### src/rtl/alu_pkg.sv
// Shared ALU definitions: datapath width and packed-SIMD lane modes.
package alu_pkg;

  localparam int XLEN = 32;

  typedef enum logic [1:0] {
    PACK_WORD    = 2'b00,
    PACK_HALF    = 2'b01,
    PACK_BYTE    = 2'b10,
    PACK_ILLEGAL = 2'b11
  } pack_mode_t;

endpackage

### src/rtl/adder32.sv
// Packed 32-bit adder: one word, two 16-bit halves or four 8-bit bytes.
// Lanes wrap independently; an illegal mode yields zero.
module adder32
  import alu_pkg::*;
(
  input  logic [XLEN-1:0] a,
  input  logic [XLEN-1:0] b,
  input  pack_mode_t      mode,
  output logic [XLEN-1:0] sum
);

  logic [XLEN-1:0] word_sum;
  logic [XLEN-1:0] half_sum;
  logic [XLEN-1:0] byte_sum;

  assign word_sum = a + b;

  // Each lane is a separate adder, so no carry can leak across a lane boundary.
  for (genvar gi = 0; gi < 2; gi++) begin : g_half
    assign half_sum[gi*16 +: 16] = a[gi*16 +: 16] + b[gi*16 +: 16];
  end

  for (genvar gi = 0; gi < 4; gi++) begin : g_byte
    assign byte_sum[gi*8 +: 8] = a[gi*8 +: 8] + b[gi*8 +: 8];
  end

  always_comb begin
    sum = '0;
    case (mode)
      PACK_WORD: sum = word_sum;
      PACK_HALF: sum = half_sum;
      PACK_BYTE: sum = byte_sum;
      default:   sum = '0;
    endcase
  end

endmodule

### src/rtl/rr_arbiter.sv
// Round-robin arbiter: searches req starting at ptr, wrapping, and grants the
// first requester found. gnt stays zero when en is low.
module rr_arbiter #(
  parameter int NUM_REQ = 2,
  parameter int ID_W    = (NUM_REQ > 1) ? $clog2(NUM_REQ) : 1
) (
  input  logic [NUM_REQ-1:0] req,
  input  logic [ID_W-1:0]    ptr,
  input  logic               en,
  output logic [NUM_REQ-1:0] gnt,
  output logic [ID_W-1:0]    gnt_idx
);

  int   idx;
  logic found;

  always_comb begin
    gnt     = '0;
    gnt_idx = '0;
    found   = 1'b0;
    idx     = 0;
    for (int i = 0; i < NUM_REQ; i++) begin
      idx = int'(ptr) + i;
      if (idx >= NUM_REQ) idx = idx - NUM_REQ;
      if (!found && req[idx]) begin
        found   = 1'b1;
        gnt_idx = ID_W'(idx);
      end
    end
    if (en && found) gnt[gnt_idx] = 1'b1;
  end

endmodule

### src/rtl/adder_arbiter.sv
// Shares one packed adder32 among NUM_REQ requesters with a registered, tagged
// response slot. Define ADDER_ARBITER_STATS_EN to add grant/stall counters.
module adder_arbiter
  import alu_pkg::*;
#(
  parameter int NUM_REQ = 2,
  parameter int ID_W    = (NUM_REQ > 1) ? $clog2(NUM_REQ) : 1
) (
  input  logic                          clk,
  input  logic                          rst,
  input  logic [NUM_REQ-1:0]            req_valid,
  output logic [NUM_REQ-1:0]            req_ready,
  input  logic [NUM_REQ-1:0][XLEN-1:0]  req_a,
  input  logic [NUM_REQ-1:0][XLEN-1:0]  req_b,
  input  logic [NUM_REQ-1:0][1:0]       req_mode,
  output logic                          rsp_valid,
  input  logic                          rsp_ready,
  output logic [ID_W-1:0]               rsp_id,
  output logic [XLEN-1:0]               rsp_data,
  output logic                          rsp_err
`ifdef ADDER_ARBITER_STATS_EN
  ,
  output logic [NUM_REQ-1:0][XLEN-1:0]  stat_grants,
  output logic [XLEN-1:0]               stat_stall
`endif
);

  typedef enum logic {SLOT_EMPTY = 1'b0, SLOT_FULL = 1'b1} slot_state_t;

  slot_state_t      state_reg, state_next;
  logic [ID_W-1:0]  rr_ptr_reg;
  logic [ID_W-1:0]  rsp_id_reg;
  logic [XLEN-1:0]  rsp_data_reg;
  logic             rsp_err_reg;

  logic             can_accept;
  logic             accept;
  logic [NUM_REQ-1:0] gnt;
  logic [ID_W-1:0]  gnt_idx;
  logic [XLEN-1:0]  sel_a;
  logic [XLEN-1:0]  sel_b;
  logic [1:0]       sel_mode;
  logic [XLEN-1:0]  add_sum;

  assign rsp_valid = (state_reg == SLOT_FULL);
  // A full slot being drained this cycle can take a new op without a bubble.
  assign can_accept = !rsp_valid || rsp_ready;

  rr_arbiter #(
    .NUM_REQ (NUM_REQ),
    .ID_W    (ID_W)
  ) u_rr_arbiter (
    .req     (req_valid),
    .ptr     (rr_ptr_reg),
    .en      (can_accept && !rst),
    .gnt     (gnt),
    .gnt_idx (gnt_idx)
  );

  assign req_ready = gnt;
  assign accept    = |gnt;
  assign sel_a     = req_a[gnt_idx];
  assign sel_b     = req_b[gnt_idx];
  assign sel_mode  = req_mode[gnt_idx];

  adder32 u_adder32 (
    .a    (sel_a),
    .b    (sel_b),
    .mode (pack_mode_t'(sel_mode)),
    .sum  (add_sum)
  );

  always_comb begin
    state_next = state_reg;
    case (state_reg)
      SLOT_EMPTY: if (accept) state_next = SLOT_FULL;
      SLOT_FULL:  if (rsp_ready && !accept) state_next = SLOT_EMPTY;
      default:    state_next = SLOT_EMPTY;
    endcase
  end

  always_ff @(posedge clk) begin
    if (rst) begin
      state_reg    <= SLOT_EMPTY;
      rr_ptr_reg   <= '0;
      rsp_id_reg   <= '0;
      rsp_data_reg <= '0;
      rsp_err_reg  <= 1'b0;
    end else begin
      state_reg <= state_next;
      if (accept) begin
        rsp_id_reg   <= gnt_idx;
        rsp_data_reg <= add_sum;
        rsp_err_reg  <= (sel_mode == PACK_ILLEGAL);
        rr_ptr_reg   <= (gnt_idx == ID_W'(NUM_REQ - 1)) ? '0 : gnt_idx + 1'b1;
      end
    end
  end

  assign rsp_id   = rsp_id_reg;
  assign rsp_data = rsp_data_reg;
  assign rsp_err  = rsp_err_reg;

`ifdef ADDER_ARBITER_STATS_EN
  logic [NUM_REQ-1:0][XLEN-1:0] stat_grants_reg;
  logic [XLEN-1:0]              stat_stall_reg;

  for (genvar gi = 0; gi < NUM_REQ; gi++) begin : g_stat
    always_ff @(posedge clk) begin
      if (rst) stat_grants_reg[gi] <= '0;
      else if (gnt[gi]) stat_grants_reg[gi] <= stat_grants_reg[gi] + 1'b1;
    end
  end

  always_ff @(posedge clk) begin
    if (rst) stat_stall_reg <= '0;
    else if ((|req_valid) && !accept) stat_stall_reg <= stat_stall_reg + 1'b1;
  end

  assign stat_grants = stat_grants_reg;
  assign stat_stall  = stat_stall_reg;
`endif

endmodule

### config.mk
export PLATFORM = sky130hd
export DESIGN_NAME = adder_arbiter
export DESIGN_NICKNAME = d
export VERILOG_FILES = /design/src/rtl/alu_pkg.sv /design/src/rtl/adder32.sv /design/src/rtl/rr_arbiter.sv /design/src/rtl/adder_arbiter.sv
export SDC_FILE = /design/constraint.sdc
export NUM_CORES = 1
export LEC_CHECK = 0
export ABC_AREA = 0
export CORE_MARGIN = 2
export CORE_UTILIZATION = 41
export DETAILED_ROUTE_END_ITERATION = 10
export HOLD_SLACK_MARGIN = 0.12
export PLACE_DENSITY_LB_ADDON = 0.3
export SYNTH_ARGS = -nofsm -noshare
export SYNTH_HDL_FRONTEND = slang
export SYNTH_SLANG_ARGS = --single-unit
export TNS_END_PERCENT = 5
### constraint.sdc
create_clock -name clk -period 4.3 [get_ports clk]
set_input_delay 0.86 -clock clk [delete_from_list [all_inputs] [get_ports clk]]
set_output_delay 0.86 -clock clk [all_outputs]
set_load 0.005 [all_outputs]
==> results.sh <==
export IMPL_status="finished clean"
export IMPL_die_area_mm2=0.0117
export IMPL_dr_first_iter_drc_count=306
export IMPL_synthesis_area_mm2=0.00445
export IMPL_fmax_mhz=247
export IMPL_grt_max_degree=38
export IMPL_cts_buffer_depth=2
export IMPL_diodes=0
export IMPL_ys_flop_type="dfxtp_1"
export IMPL_clockRootBuffer="clkbuf_8"
export IMPL_power_mw=1.87
export IMPL_grt_pass1_wl_mm=25.7
export IMPL_initial_utilization_pct=41.6
export IMPL_synthArstFlopShare_pct=0
export IMPL_cellLeakagePower_nw=2.85
export IMPL_avgSynthCellArea_um2=7.57
export IMPL_yosys_warnings=0
export IMPL_setup_violations=0
export IMPL_dpl_cell_area_mm2=0.00689
export IMPL_hpwl_mm=13.5
export IMPL_wl_per_cell_um=17.1
export IMPL_synth_most_common_cell="a21oi_1"
export IMPL_clockPowerShare_pct=16.4
export IMPL_core_mm2=0.0107
export IMPL_grt_setup_unrepaired="no"
export IMPL_period_share_pct=94.3
export IMPL_worstMarginPinSlew_ns=0.555
export IMPL_synth_area_top_cells="dfxtp_1 16%, mux2_2 16%, ha_1 8.7%"
export IMPL_port_buffers=173
export IMPL_place_inst=953
export IMPL_drive_above_1_share_pct=20.3
export IMPL_synth_nets=760
export IMPL_p_per_area_mw_per_mm2=267
export IMPL_io_pins=174
export IMPL_synthDistinctLibCells=56
export IMPL_gr_total_overflow=0
export IMPL_fin_cells=961
export IMPL_arrival_ns=4.27
export IMPL_clock_sinks=36
export IMPL_synth_seq_cells=36
export IMPL_pwr_share_comb_pct=62.4
export IMPL_routed_wirelength_mm=16.4
export IMPL_drc=0
export IMPL_crit_start="req_valid[0]"
export IMPL_htreeDepth=2
export IMPL_fin_nets=992
export IMPL_postCtsResizedCells=0
export IMPL_fin_area_mm2=0.00701
export IMPL_gp_congestion=0.959
export IMPL_hp_class="flip-flop to flip-flop"
export IMPL_synth_edf_count=0
export IMPL_ys_seq_area_share_pct=16.2
export IMPL_row_count=38
export IMPL_final_max_slew_viol_count=0
export IMPL_finClkSkew_ns=0.00494
export IMPL_post_route_min_period_ns=4.05
export IMPL_p_seq_share_pct=21.1
export IMPL_hp_start="rsp_data[14]"
export IMPL_end_kind="flip-flop"
export IMPL_insertion_delay_ns=0.29
export IMPL_post_route_util_pct=65.5
export IMPL_path_clk_slew_ns=0.08
export IMPL_synth_top_area_share_pct=16.2
export IMPL_hold_ws_ns=0.462
export IMPL_antenna_found_initial=0
export IMPL_hold_viol_final=0
export IMPL_syn2layout_area_growth_pct=57.5
export IMPL_dr_total_vias=5459
export IMPL_postCtsSetupBuffers=0
export IMPL_cp_start_kind="input pin"
export IMPL_r2r_start="rr_ptr_reg"
export IMPL_maxSlewHeadroom_pct=62.6
export IMPL_p_sw_uw=720
export IMPL_yosysTopAreaCell="dfxtp_1"
export IMPL_numCtsBuffers=5
export IMPL_synthCells=588
export IMPL_first_global_vias=5407
export IMPL_crit_required_ns=4.52
export IMPL_switching_share_pct=38.5
export IMPL_drtPass1Iterations=5
export IMPL_largest_reg_flops=32
export IMPL_synthTopCellsByCount="67 x a21oi_1, 64 x mux2_2, 55 x nand2_1"
export IMPL_cp_max_fo=22
export IMPL_grtUsageTotal_pct=27.4
export IMPL_hold_buffers=0
export IMPL_die_width_um=108
export IMPL_worst_slack_ns=0.247
export IMPL_dp_slack_ns=-0.0320
export IMPL_cts_tree="yes"
export IMPL_routed_via_density=5.68
export IMPL_antenna_left=0
export IMPL_maxCapViolations=0
export IMPL_fin_tns_setup_ns=0
export IMPL_critical_path_class="input pin to flip-flop"
export IMPL_internal_power_mw=1.15
export IMPL_ir_worst_vdd_v=0.000131
export IMPL_die_y_um=108
==> path summary, 6_finish.rpt <==
kind                   to  slack, ns  depth (start not counted)
max          rsp_data[27]       0.25                         15
max reg2reg  rsp_data[27]       0.99                         13
min reg2reg  rsp_data[14]       0.46                          2
min          rsp_data[14]       0.46                          2
==> cell families after synthesis <==
| kind of cell | synth area share [%] |
|---|---|
| muxes | 17.8 |
| xor gates and xnor gates | 5.12 |
| adders and majority gates | 10.5 |
| and+or+nand+nor | 17.2 |
| DFF | 16.2 |
| AOI/OAI and AO/OA | 28.5 |
| buffers and inverters | 4.72 |
==> metal layers <==
| metal | track usage (%) | vias up | part of all wire [%] |
|---|---|---|---|
| met1 | 33.8 | 2534 | 41 |
| met2 | 49.3 | 244 | 49 |
| met5 | 0 | - | 0 |
| met3 | 3.68 | 33 | 7.0 |
| met4 | 8.33 | 0 | 2.6 |
| li1 | - | 2648 | - |
==> worst max-delay path, stage by stage <==
cell	delay, ns
clkdlybuf4s50_1	0.49
inv_2	0.05
o21ai_4	0.22
buf_4	0.33
mux2_2	0.38
ha_1	0.34
nand2_1	0.09
buf_4	0.14
o21ai_0	0.45
nand3_1	0.21
o21ai_0	0.20
a211oi_1	0.09
a21oi_1	0.14
a221oi_1	0.06
nor3_1	0.19
==> placed cells by master, fill, tap and decap left out, types with 5 or more instances in the layout <==
| cell | Yosys | layout |
|---|---|---|
| a21oi_1 | 67 | 67 |
| mux2i_1 | 7 | 7 |
| o21ai_1 | 7 | 7 |
| nand2b_1 | 10 | 10 |
| nand4_1 | 13 | 13 |
| dfxtp_1 | 36 | 36 |
| o211ai_1 | 7 | 7 |
| a31oi_1 | 7 | 7 |
| clkbuf_8 | 0 | 5 |
| inv_1 | 15 | 15 |
| nand3_1 | 13 | 13 |
| nand2_1 | 55 | 55 |
| xor2_1 | 11 | 11 |
| mux2_2 | 64 | 64 |
| o22ai_1 | 9 | 9 |
| buf_4 | 0 | 88 |
| xnor2_1 | 15 | 15 |
| a22oi_1 | 13 | 13 |
| a21o_1 | 11 | 11 |
| ha_1 | 31 | 31 |
| nor3_1 | 10 | 9 |
| o21ai_0 | 38 | 38 |
| a32oi_1 | 5 | 5 |
| nor2_1 | 45 | 45 |
| clkdlybuf4s50_1 | 0 | 173 |
| or3_1 | 7 | 7 |
==> final cells by class <==
type | count | area (um2)
inverter | 16 | 60.1
multi-input combinational | 499 | 3530
fill | 959 | 3690
clock buffer | 5 | 68.8
sequential | 36 | 721
clock inverter | 3 | 42.5
tap | 140 | 175
timing repair buffer | 262 | 2410
==> power by group through the flow <==
stage          sequential (mW)  clock [mW]  combinational (mW)
2_1_floorplan            0.400           0               0.619
3_3_place_gp             0.401           0                1.13
3_5_place_dp             0.402           0                1.15
4_1_cts                  0.395       0.310                1.16
5_1_grt                  0.399       0.324                1.27
6_report                 0.395       0.308                1.17
No activity file was read; power rests on OpenSTA's default activity.
